### src/rtl/tpo_pkg.sv
// Shared definitions for the TPO requantiser: default widths, mode encodings,
// per-mode shift amounts and the round-half-up shift helper.
package tpo_pkg;

  localparam int IW_D  = 15;
  localparam int OW_D  = 8;
  localparam int SHW   = 5;
  localparam int SH0_D = 7;
  localparam int SH1_D = 6;
  localparam int SH2_D = 5;

  typedef enum logic [1:0] {
    MODE_LIN = 2'd0,
    MODE_PAR = 2'd1,
    MODE_CUB = 2'd2,
    MODE_RSV = 2'd3
  } mode_e;

  // One guard bit absorbs the rounding offset so the add never wraps.
  function automatic logic signed [IW_D:0] requant_round(
    input logic signed [IW_D-1:0] x,
    input logic [SHW-1:0]         sh
  );
    logic signed [IW_D:0] rnd;
    logic signed [IW_D:0] sum;
    rnd = $signed((IW_D + 1)'(1) << (sh - 5'd1));
    sum = $signed({x[IW_D-1], x}) + rnd;
    return sum >>> sh;
  endfunction

endpackage

### src/rtl/tpo_sync_fifo.sv
// Small synchronous FIFO whose head is held in an output register; a write into an
// empty FIFO (or into the slot that is about to become head) is bypassed straight to it.
module tpo_sync_fifo #(
  parameter int W     = 8,
  parameter int DEPTH = 8
) (
  input  logic         clk,
  input  logic         rst_n,
  input  logic         push_i,
  input  logic [W-1:0] data_i,
  input  logic         ready_i,
  output logic [W-1:0] data_o,
  output logic         valid_o,
  output logic         full_o
);

  localparam int AW = $clog2(DEPTH);

  logic [W-1:0] mem_q [DEPTH];
  logic [AW:0]  rd_q, wr_q;
  logic [AW:0]  rd_d, wr_d;
  logic [W-1:0] data_q, data_d;
  logic         valid_q, valid_d;
  logic         pop, push_ok;

  assign full_o  = (rd_q[AW] != wr_q[AW]) && (rd_q[AW-1:0] == wr_q[AW-1:0]);
  assign pop     = valid_q && ready_i;
  assign push_ok = push_i && (!full_o || pop);

  always_comb begin
    rd_d    = rd_q + {{AW{1'b0}}, pop};
    wr_d    = wr_q + {{AW{1'b0}}, push_ok};
    valid_d = (rd_d != wr_d);
    data_d  = data_q;
    if (valid_d) begin
      if (rd_d == wr_q) data_d = data_i;
      else              data_d = mem_q[rd_d[AW-1:0]];
    end
  end

  always_ff @(posedge clk) begin
    if (push_ok) mem_q[wr_q[AW-1:0]] <= data_i;
  end

  always_ff @(posedge clk or negedge rst_n) begin
    if (!rst_n) begin
      rd_q    <= '0;
      wr_q    <= '0;
      data_q  <= '0;
      valid_q <= 1'b0;
    end else begin
      rd_q    <= rd_d;
      wr_q    <= wr_d;
      data_q  <= data_d;
      valid_q <= valid_d;
    end
  end

  assign data_o  = data_q;
  assign valid_o = valid_q;

endmodule

### src/rtl/tpo_requant.sv
// Rounds and saturates TPO's 15-bit interpolated samples back to 8 bits and
// delivers them through a small valid/ready FIFO with clip/drop statistics.
module tpo_requant
  import tpo_pkg::*;
#(
  parameter int IW    = IW_D,
  parameter int OW    = OW_D,
  parameter int DEPTH = 8,
  parameter int SH0   = SH0_D,
  parameter int SH1   = SH1_D,
  parameter int SH2   = SH2_D
) (
  input  logic          clk,
  input  logic          rst_n,
  input  logic          en_i,
  input  logic [IW-1:0] din_i,
  input  logic [1:0]    mode_i,
  input  logic          clr_i,
  output logic [OW-1:0] dout_o,
  output logic          dout_valid_o,
  input  logic          dout_ready_i,
  output logic          ovf_o,
  output logic [7:0]    sat_cnt_o,
  output logic [7:0]    drop_cnt_o
);

  localparam logic signed [IW:0] R_MAX = (IW + 1)'(2 ** (OW - 1) - 1);
  localparam logic signed [IW:0] R_MIN = ~R_MAX;

  logic [SHW-1:0]      sh;
  logic                s1_valid_q;
  logic signed [IW:0]  s1_r_q;
  logic                s2_valid_q;
  logic [OW-1:0]       s2_data_q;
  logic [OW-1:0]       clip_data;
  logic                clip_hi, clip_lo, sat_hit;
  logic                fifo_full, pop, drop;
  logic                ovf_q;
  logic [7:0]          sat_cnt_q, drop_cnt_q;

  // Reserved mode 3 falls back to the linear shift.
  always_comb begin
    case (mode_e'(mode_i))
      MODE_PAR: sh = SHW'(SH1);
      MODE_CUB: sh = SHW'(SH2);
      default:  sh = SHW'(SH0);
    endcase
  end

  always_comb begin
    clip_hi = (s1_r_q > R_MAX);
    clip_lo = (s1_r_q < R_MIN);
    if (clip_hi)      clip_data = R_MAX[OW-1:0];
    else if (clip_lo) clip_data = R_MIN[OW-1:0];
    else              clip_data = s1_r_q[OW-1:0];
    sat_hit = s1_valid_q && (clip_hi || clip_lo);
  end

  always_ff @(posedge clk or negedge rst_n) begin
    if (!rst_n) begin
      s1_valid_q <= 1'b0;
      s1_r_q     <= '0;
      s2_valid_q <= 1'b0;
      s2_data_q  <= '0;
    end else begin
      s1_valid_q <= en_i;
      if (en_i) s1_r_q <= requant_round(din_i, sh);
      s2_valid_q <= s1_valid_q;
      if (s1_valid_q) s2_data_q <= clip_data;
    end
  end

  tpo_sync_fifo #(
    .W     (OW),
    .DEPTH (DEPTH)
  ) u_fifo (
    .clk     (clk),
    .rst_n   (rst_n),
    .push_i  (s2_valid_q),
    .data_i  (s2_data_q),
    .ready_i (dout_ready_i),
    .data_o  (dout_o),
    .valid_o (dout_valid_o),
    .full_o  (fifo_full)
  );

  assign pop  = dout_valid_o && dout_ready_i;
  assign drop = s2_valid_q && fifo_full && !pop;

  // clr takes priority over a same-cycle clip or drop.
  always_ff @(posedge clk or negedge rst_n) begin
    if (!rst_n) begin
      ovf_q      <= 1'b0;
      sat_cnt_q  <= '0;
      drop_cnt_q <= '0;
    end else if (clr_i) begin
      ovf_q      <= 1'b0;
      sat_cnt_q  <= '0;
      drop_cnt_q <= '0;
    end else begin
      if (drop) ovf_q <= 1'b1;
      if (sat_hit && sat_cnt_q != 8'hFF)  sat_cnt_q  <= sat_cnt_q + 8'd1;
      if (drop && drop_cnt_q != 8'hFF)    drop_cnt_q <= drop_cnt_q + 8'd1;
    end
  end

  assign ovf_o      = ovf_q;
  assign sat_cnt_o  = sat_cnt_q;
  assign drop_cnt_o = drop_cnt_q;

endmodule

### config.mk
export PLATFORM = sky130hd
export DESIGN_NAME = tpo_requant
export DESIGN_NICKNAME = d
export VERILOG_FILES = /design/src/rtl/tpo_pkg.sv /design/src/rtl/tpo_sync_fifo.sv /design/src/rtl/tpo_requant.sv
export SDC_FILE = /design/constraint.sdc
export NUM_CORES = 1
export LEC_CHECK = 0
export CAP_MARGIN = 25
export CORE_ASPECT_RATIO = 0.5
export CORE_MARGIN = 2
export CORE_UTILIZATION = 60
export CTS_CLUSTER_SIZE = 14
export DETAILED_ROUTE_END_ITERATION = 7
export DONT_BUFFER_PORTS = 1
export GPL_TIMING_DRIVEN = 0
export PLACE_DENSITY = 0.8
export SLEW_MARGIN = 5
export SYNTH_ARGS = -nofsm -noshare
export SYNTH_HDL_FRONTEND = slang
export SYNTH_SLANG_ARGS = --single-unit
### constraint.sdc
create_clock -name clk -period 8.6 [get_ports clk]
set_input_delay 0.86 -clock clk [delete_from_list [all_inputs] [get_ports clk]]
set_output_delay 0.86 -clock clk [all_outputs]
set_load 0.02 [all_outputs]
==> results.yml, run 1 <==
outcome:
  status: "complete, no violations"
worst_setup_path:
  cpPeakStageDelay_ps: 500
  cp.depth: 12
  crit_arrival_ps: 3890
  worstSetupEndpointType: "flop"
  cp_cell_sequence: "inv_1 > ha_1 > buf_2 > clkbuf_1 > and3_1 > ha_1 > a21o_1 > a22o_4 > a41o_1 > xor2_1 > mux4_2 > mux2_2"
  crit_family: "compound AO/OA/AOI/OAI gates"
  crit_slowest_cell: "mux4_2"
  critPathBufInv: 3
  crit_top_cell: "ha_1"
  critical_path_class: "in -> reg"
  path_max_fanout: 10
  worst_ep_required_time_ps: 8890
  startpoint_type: "primary input"
  reg2reg_depth: 11
route:
  met2_length_mm: 5.87
  firstDrtPassIters: 5
  wl_met1_mm: 5.73
  drc: 0
  avgViaCountPerCell: 6.19
  wl_per_cell_um: 19.6
  vias: 3914
  wirelength_mm: 12.4
  top_layer_used: "met4"
  drtIter0Drc: 272
  drtAntennaViolNets: 0
  wl_met3_um: 713
placement:
  post_dp_cell_area_um2: 6190
  place_hpwl_mm: 8.38
  portBuffers: 0
  place_congestion: 0.915
  dp_slack_ps: 4590
clock_network:
  htree_levels: 4
  cts_sinks: 120
  cts.clk_slew.worst_paths_ps: 50
  cts_setup_buffers: 0
  cts-resized-gates: 0
  cts_tree: "built"
  cts_made_buffers: 17
  clock_latency_ps: 410
  ctsRootBufferMaster: "clkbuf_16"
  postCtsHoldBufs: 0
  clk_path_buf_depth: 2
pwr:
  swShare: 0.325
  powerDensity_nw_per_um2: 324
  leakage_nw: 2.64
  power.internal_mw: 1.48
  switching_power_mw: 0.715
  power_mw: 2.20
  combinationalPowerShare: 0.315
  ir_worst_vdd_mv: 0.206
  power_frac_clock: 0.305
  power_frac_seq: 0.380
hold_path:
  min_path_type: "in -> async"
yosys:
  ys_ff_latch: 120
  yosysUniqueCellTypes: 65
  yosysSeqAreaShare: 0.553
  avgSynthCellArea_um2: 13.0
  synth_top_area_share: 0.320
  yosysWarnings: 0
  post-synth-top-count-cell: "edfxtp_1"
  syn_inst: 463
  postSynth.asyncResetShare: 0.467
  synth-edff-count: 64
  synth_top_area_cell: "edfxtp_1"
  syn_nets: 502
  synthTopCellsByCount: "64 x edfxtp_1, 56 x dfrtp_1, 33 x nor2_1"
  syn_area_um2: 6010
  synth_flop_cell: "edfxtp_1"
  netlist_top_cells_area: "edfxtp_1 32%, dfrtp_1 23%, mux4_2 7.1%"
final_layout:
  nets: 523
  num-fill-cells: 647
  drive_above_1_share: 0.163
  antenna_cells: 0
  final_area_um2: 6770
  final_core_util: 0.705
  syn_to_final_growth_pct: 12.6
floorplanning:
  num_rows: 25
  fp.dieH_um: 74.8
  io_pins: 48
  floorplan.initialDensity: 0.626
  core_um2: 9600
  die-width_um: 146
  die-area_um2: 10900
sta:
  tightest_slew_ps: 909
  skew_ps: 11.6
  tns_ps: 0
  finalCriticalPeriod_ps: 3610
  maxSlewViolCount: 0
  rsz0062_at_grt: "no"
  fmax_mhz: 277
  relSlewSlack: 0.392
  timing.final.crit_share: 0.420
  setup_viol: 0
  setup_ws_ps: 4990
  hold_violations: 0
global_route:
  grt_pass1_wl_mm: 19.9
  grt_pass1_vias: 3841
  grtUsageTotal: 0.243
  grt_overflow: 0
  antenna_found_initial: 0
  grt_max_degree: 57
run:
  max_cap_violations: 0
==> cells by family after synthesis <==
kind of cell | count (synthesis) | share of synthesized area
compound gates | 77 | 0.0962
xor+xnor | 34 | 0.0508
fa+ha+maj | 17 | 0.0354
buf+inv | 41 | 0.0300
flops | 120 | 0.553
mux | 55 | 0.136
other cells | 1 | 0.000624
simple gates | 118 | 0.0980
==> flip-flops by register name, indices dropped and copies added (netlist names) <==
name,flops
drop_cnt_o,8
ovf_o,1
s1_r_q,12
s1_valid_q,1
s2_data_q,8
s2_valid_q,1
sat_cnt_o,8
u_fifo.data_o,8
u_fifo.mem_q,64
u_fifo.rd_q,4
u_fifo.valid_o,1
u_fifo.wr_q,4
==> worst register-to-register path: stages (launching register included) <==
cell and delay, ps:
dfrtp_1 400, buf_2 190, xor2_1 170, nor3_1 380, a21boi_0 290, ha_1 280, ha_1 190, xor2_1 220
xor2_1 120, or4_1 510, buf_2 220, mux2_1 360
==> power by group through the flow <==
stage               Clock, mW  Sequential, mW  Combinational (mW)
finish                  0.670           0.835               0.692
global route            0.699           0.847               0.748
CTS                     0.677           0.835               0.693
detailed placement          0           0.842               0.681
global placement            0           0.835               0.660
floorplan                   0           0.819               0.538
==> layout by cell type, fill, tap and decap left out, types with 4 or more instances in the layout <==
master / n
edfxtp_1: 64
dfrtp_1: 56
nor2_1: 33
nand2_1: 24
mux2i_1: 21
xor2_1: 20
mux4_2: 19
ha_1: 17
clkbuf_16: 17
inv_1: 16
clkbuf_1: 15
o21ai_0: 15
xnor2_1: 13
o211ai_1: 12
nand3_1: 11
a21oi_1: 11
nand4_1: 9
and3_1: 8
nor3_1: 7
mux2_1: 7
buf_2: 6
and2_1: 6
clkinvlp_4: 6
nand2b_1: 5
mux2_2: 5
nor2b_1: 4
==> cell type report <==
cell class              instances  area, µm²  share of cell area
clock inverters                12        119              0.0176
plain buffers                  24        116              0.0172
clock buffers                  20        457              0.0675
well taps                     135        169              0.0249
flip-flops and latches        120       3320               0.491
repair buffers                  2       15.0             0.00222
multi-input cells             302       2510               0.370
inverters                      17       63.8             0.00943
==> through the flow <==
stage                     hold WS (ps)  cells
after floorplan                    456    463
after global placement             490    598
final                              153    632
after global routing               133    632
after detailed placement           498    600
after CTS                          139    632
==> metal layers <==
layer  track usage  vias up
li1              -     1804
met1         0.333     1980
met2         0.395      120
met3        0.0618       10
met4        0.0784        0
met5             0        -
==> worst paths after layout <==
| kind | endpoint | startpoint | slack [ps] |
|---|---|---|---|
| setup reg to reg | u_fifo.data_o[6]$_DFFE_PN0P_ | u_fifo.wr_q[1]$_DFF_PN0_ | 5130 |
| max in group asynchronous | s1_r_q[10]$_DFFE_PN0P_ | rst_n | 8350 |
| setup / recovery | s1_r_q[1]$_DFFE_PN0P_ | mode_i[1] | 4990 |
| min in group clk | s1_valid_q$_DFF_PN0_ | en_i | 490 |
| hold reg to reg | s1_r_q[4]$_DFFE_PN0P_ | s1_r_q[4]$_DFFE_PN0P_ | 520 |
| hold / removal | u_fifo.data_o[2]$_DFFE_PN0P_ | rst_n | 150 |
No activity file was read; power rests on OpenSTA's default activity.
==> run 2: changes to the inputs <==
--- a/config.mk
+++ b/config.mk
@@ -8,12 +8,12 @@
 export CAP_MARGIN = 25
 export CORE_ASPECT_RATIO = 0.5
 export CORE_MARGIN = 2
-export CORE_UTILIZATION = 60
+export CORE_UTILIZATION = 57
 export CTS_CLUSTER_SIZE = 14
 export DETAILED_ROUTE_END_ITERATION = 7
 export DONT_BUFFER_PORTS = 1
 export GPL_TIMING_DRIVEN = 0
-export PLACE_DENSITY = 0.8
+export PLACE_DENSITY = 0.79
 export SLEW_MARGIN = 5
 export SYNTH_ARGS = -nofsm -noshare
 export SYNTH_HDL_FRONTEND = slang
==> constraint.sdc (replaced) <==
create_clock -name clk -period 3.23 [get_ports clk]
set_input_delay 0.323 -clock clk [delete_from_list [all_inputs] [get_ports clk]]
set_output_delay 0.323 -clock clk [all_outputs]
set_load 0.02 [all_outputs]
==> results.yml, run 2 (same netlist as run 1, synthesis figures left out) <==
route:
  drc: 0
  avgViaCountPerCell: 6.19
  firstDrtPassIters: 5
  drtIter0Drc: 381
  wl_per_cell_um: 19.9
  vias: 3965
  wirelength_mm: 12.8
  drtAntennaViolNets: 0
sta:
  hold_violations: 0
  finalCriticalPeriod_ps: 3110
  tns_ps: 0
  relSlewSlack: 0.389
  holdWs_ps: 81.4
  tightest_slew_ps: 913
  rsz0062_at_grt: "no"
  setup_viol: 0
  maxSlewViolCount: 0
  setup_ws_ps: 121
  timing.final.crit_share: 0.962
  skew_ps: 8.68
  fmax_mhz: 322
floorplanning:
  io_pins: 48
  fp.dieH_um: 76.6
  core_um2: 10200
  die-width_um: 149
  floorplan.initialDensity: 0.587
  die-area_um2: 11400
  num_rows: 26
pwr:
  leakage_nw: 2.67
  ir_worst_vdd_mv: 0.426
  powerDensity_nw_per_um2: 857
worst_setup_path:
  path_max_fanout: 9
  worstSetupEndpointType: "flop"
  worst_ep_required_time_ps: 3510
  reg2reg_depth: 11
  crit_arrival_ps: 3390
  critical_path_class: "reg -> reg"
  startpoint_type: "flop"
global_route:
  grt_pass1_vias: 4038
  antenna_found_initial: 0
  grt_pass1_wl_mm: 20.9
  grtUsageTotal: 0.243
  grt_overflow: 0
  grt_max_degree: 57
hold_path:
  min_path_type: "in -> reg"
  min_path_cells: 1
clock_network:
  cts_sinks: 120
  htree_levels: 4
  cts_tree: "built"
  clock_latency_ps: 410
  clk_path_buf_depth: 2
  cts.clk_slew.worst_paths_ps: 50
  ctsRootBufferMaster: "clkbuf_16"
  cts_made_buffers: 17
placement:
  portBuffers: 0
  dp_slack_ps: -226
  place_congestion: 0.828
  place_inst: 605
  place_hpwl_mm: 8.46
final_layout:
  layout_common_cells: "64 x edfxtp_1, 56 x dfrtp_1, 33 x nor2_1"
  nets: 527
  drive_above_1_share: 0.170
  syn_to_final_growth_pct: 13.3
  largest_reg_flops: 64
  antenna_cells: 0
  layout_commonest_cell: "edfxtp_1"
  fin_cells: 641
outcome:
  status: "complete, no violations"
run:
  max_cap_violations: 0
## run 2: final timing paths
kind                                          start  slack, ps                            to
max                        u_fifo.wr_q[1]$_DFF_PN0_        120  u_fifo.data_o[0]$_DFFE_PN0P_
min                                            en_i         80         s1_r_q[0]$_DFFE_PN0P_
max reg2reg                u_fifo.wr_q[1]$_DFF_PN0_        120  u_fifo.data_o[0]$_DFFE_PN0P_
min reg2reg                   s1_r_q[5]$_DFFE_PN0P_        520         s1_r_q[5]$_DFFE_PN0P_
max in group asynchronous                     rst_n       2570      u_fifo.rd_q[2]$_DFF_PN0_
min in group asynchronous                     rst_n        430      s2_data_q[6]$_DFFE_PN0P_
## run 2: per-layer routing
metal	vias to the layer above	global-route usage	routed length, µm
met4	0	0.0705	208
met1	1983	0.317	5460
met2	144	0.402	6300
li1	1813	-	-
met3	25	0.0665	815
met5	-	0	0
## run 2: cell type report
type / count / area (µm²)
Sequential cell: 120 / 3320
Tap cell: 140 / 175
Clock buffer: 18 / 429
Timing Repair Buffer: 6 / 70.1
Fill cell: 702 / 3440
Inverter: 17 / 63.8
Buffer: 24 / 121
Multi-Input combinational cell: 302 / 2520
Clock inverter: 14 / 110
## run 2: what timing repair did
item / CTS / global route
pin swaps: 1 / 1
resized for setup: 4 / 2
setup buffers: 0 / 1
endpoints found under the hold margin: 57 / 0
hold buffers: 3 / 0
endpoints found under the setup margin: 8 / 8
## run 2: where the power goes
group	leakage [nW]	switching [mW]	total [mW]	internal (mW)
Clock	0.256	0.655	1.70	1.04
Sequential	1.28	0.272	2.23	1.96
Combinational	1.13	1.00	1.91	0.906
Total	2.67	1.93	5.84	3.91
## run 2: metrics by stage
| stage | total power, mW | cell area, µm² | util |
|---|---|---|---|
| 2_1_floorplan | 3.61 | 6010 | - |
| 3_3_place_gp | 3.99 | 6190 | 0.604 |
| 3_5_place_dp | 4.07 | 6200 | 0.605 |
| 4_1_cts | 5.83 | 6800 | 0.663 |
| 5_1_grt | 6.13 | 6810 | 0.664 |
| 6_report | 5.84 | 6810 | 0.664 |
## run 2: worst max-delay path: stages (launching register included)
cell      delay (ps)
dfrtp_1          380
buf_2            190
xor2_1           190
nor3_2           220
a21boi_2         110
ha_1             220
ha_1             200
xor2_1           160
xor2_1           140
or4_1            570
buf_2            240
mux2_1           350
==> run 3: changes to the inputs <==
--- a/config.mk
+++ b/config.mk
@@ -8,12 +8,12 @@
 export CAP_MARGIN = 25
 export CORE_ASPECT_RATIO = 0.5
 export CORE_MARGIN = 2
-export CORE_UTILIZATION = 57
+export CORE_UTILIZATION = 53
 export CTS_CLUSTER_SIZE = 14
 export DETAILED_ROUTE_END_ITERATION = 7
-export DONT_BUFFER_PORTS = 1
 export GPL_TIMING_DRIVEN = 0
-export PLACE_DENSITY = 0.79
+export HOLD_SLACK_MARGIN = 0.06
+export PLACE_DENSITY = 0.81
 export SLEW_MARGIN = 5
 export SYNTH_ARGS = -nofsm -noshare
 export SYNTH_HDL_FRONTEND = slang
==> results.yml, run 3 (same netlist as run 1, synthesis figures left out) <==
hold_path:
  min_path_cells: 2
  hp-start: "clr_i"
  hold-path-endpoint: "sat_cnt_o[0]$_DFFE_PN0P_"
  min_path_type: "in -> reg"
global_route:
  grt_pass1_vias: 4006
  antenna_found_initial: 0
  grt_overflow: 0
  grt_pass1_wl_mm: 21.0
  grt_max_degree: 36
  grtUsageTotal: 0.227
sta:
  timing.final.crit_share: 0.989
  skew_ps: 6.83
  fmax_mhz: 313
  hold_violations: 0
  tns_ps: 0
  maxSlewViolCount: 0
  relSlewSlack: 0.336
  tightest_slew_ps: 992
  setup_viol: 0
  finalCriticalPeriod_ps: 3190
worst_setup_path:
  path_max_fanout: 10
  r2r_slack_ps: 110
  crit_arrival_ps: 3480
  crit_family: "compound AO/OA/AOI/OAI gates"
  worst_ep_required_time_ps: 3520
  reg2reg_from: "u_fifo.wr_q[1]$_DFF_PN0_"
  crit_slowest_cell: "clkdlybuf4s50_1"
  r2r-end: "u_fifo.data_o[2]$_DFFE_PN0P_"
  cp_cell_sequence: "clkdlybuf4s50_1 > ha_2 > buf_6 > and2_2 > ha_1 > a21oi_1 > o211ai_1 > a31o_2 > xor2_1 > mux4_2 > mux2_2"
  worstSetupEndpointType: "flop"
  critPathBufInv: 2
  cpPeakStageDelay_ps: 520
  startpoint_type: "primary input"
  critical_path_class: "in -> reg"
  reg2reg_depth: 11
final_layout:
  largest_reg_flops: 64
  antenna_cells: 0
  syn_to_final_growth_pct: 21.2
  nets: 566
  layout_common_cells: "64 x edfxtp_1, 56 x dfrtp_1, 40 x clkdlybuf4s50_1"
  layout_commonest_cell: "edfxtp_1"
  drive_above_1_share: 0.178
  final_core_util: 0.662
clock_network:
  cts_tree: "built"
  cts_sinks: 120
  ctsRootBufferMaster: "clkbuf_16"
  cts.clk_slew.worst_paths_ps: 60
  clk_path_buf_depth: 2
  cts_made_buffers: 17
  clock_latency_ps: 410
  htree_levels: 4
floorplanning:
  fp.dieH_um: 79.3
  die-width_um: 155
  die-area_um2: 12300
  floorplan.initialDensity: 0.546
  core_um2: 11000
  num_rows: 27
  io_pins: 48
route:
  drc: 0
  firstDrtPassIters: 4
  wl_per_cell_um: 18.9
  drtIter0Drc: 324
  drtAntennaViolNets: 0
  vias: 4112
  avgViaCountPerCell: 6.00
  wirelength_mm: 12.9
pwr:
  leakage_nw: 2.83
  ir_worst_vdd_mv: 0.524
  powerDensity_nw_per_um2: 836
placement:
  place_congestion: 0.850
  place_hpwl_mm: 8.66
  portBuffers: 42
outcome:
  status: "complete, no violations"
run:
  max_cap_violations: 0
run 3: changes by cell type in the layout (fill, tap and decap cells not counted), sizes merged:
cell	previous run	this run
clkbuf	33	28
inv	16	21
buf	13	16
clkinvlp	4	6
dlygate4sd3	2	1
clkinv	10	4
dlygate4sd2	0	1
clkdlybuf4s50	0	40
run 3: layout make-up:
type / instances / area, µm²
inverters: 17 / 63.8
fillers: 761 / 3730
repair buffers: 46 / 459
plain buffers: 23 / 139
multi-input cells: 302 / 2550
flip-flops and latches: 120 / 3320
clock buffers: 17 / 425
well taps: 145 / 181
clock inverters: 15 / 145
run 3: what timing repair did:
action | 4_1_cts | 5_1_grt
cloned | 0 | 0
setup endpoints to repair | 16 | 11
pin swaps | 1 | 2
gates resized for setup | 12 | 12
hold buffers | 1 | 0
hold endpoints to repair | 21 | 0
buffers inserted | 0 | 2
run 3: how the worst max path moves through the flow:
stage / from / endpoint / slack (ps) / cells after the start
final: mode_i[0] / s1_r_q[1]$_DFFE_PN0P_ / 40 / 11
after global routing: mode_i[0] / s1_r_q[2]$_DFFE_PN0P_ / -20 / 12
after CTS: mode_i[0] / s1_r_q[1]$_DFFE_PN0P_ / 4 / 12
after detailed placement: mode_i[1] / s1_r_q[2]$_DFFE_PN0P_ / -750 / 13
after global placement: mode_i[1] / s1_r_q[2]$_DFFE_PN0P_ / -650 / 13
after floorplan: mode_i[1] / s1_r_q[2]$_DFFE_PN0P_ / 150 / 12
run 3: layer usage:
metal | wire length, µm | part of all wire | up-vias | GRT usage
li1 | - | - | 1880 | -
met1 | 5680 | 0.44 | 2077 | 0.300
met5 | 0 | 0 | - | 0
met3 | 769 | 0.059 | 15 | 0.0617
met2 | 6320 | 0.49 | 140 | 0.375
met4 | 160 | 0.012 | 0 | 0.0676
run 3: stage by stage:
stage                     worst slack (ps)  cell area, µm²  total power, mW  instances  hold WS, ps
after global routing                 -16.8            7290             6.38        685          306
after floorplan                        146            6010             3.61        463         27.4
after global placement                -647            6610             4.14        650          469
after detailed placement              -749            6640             4.24        651          319
after CTS                             3.78            7240             6.07        683          268
final                                 36.0            7290             6.10        685          277
run 3: power by group:
part	switching, mW	total (mW)	internal, mW	leakage, nW
clock network	0.718	1.79	1.07	0.260
logic	1.14	2.17	1.03	1.28
registers	0.174	2.13	1.96	1.28
run 3: worst reg2reg max path, stage by stage, from the launching register on:
cell,delay [ps]
dfrtp_1,380
buf_2,190
xor2_1,190
nor3_2,270
a21boi_2,120
ha_1,220
ha_1,230
xor2_2,170
xor2_1,150
or4_1,570
buf_6,180
mux2_1,320
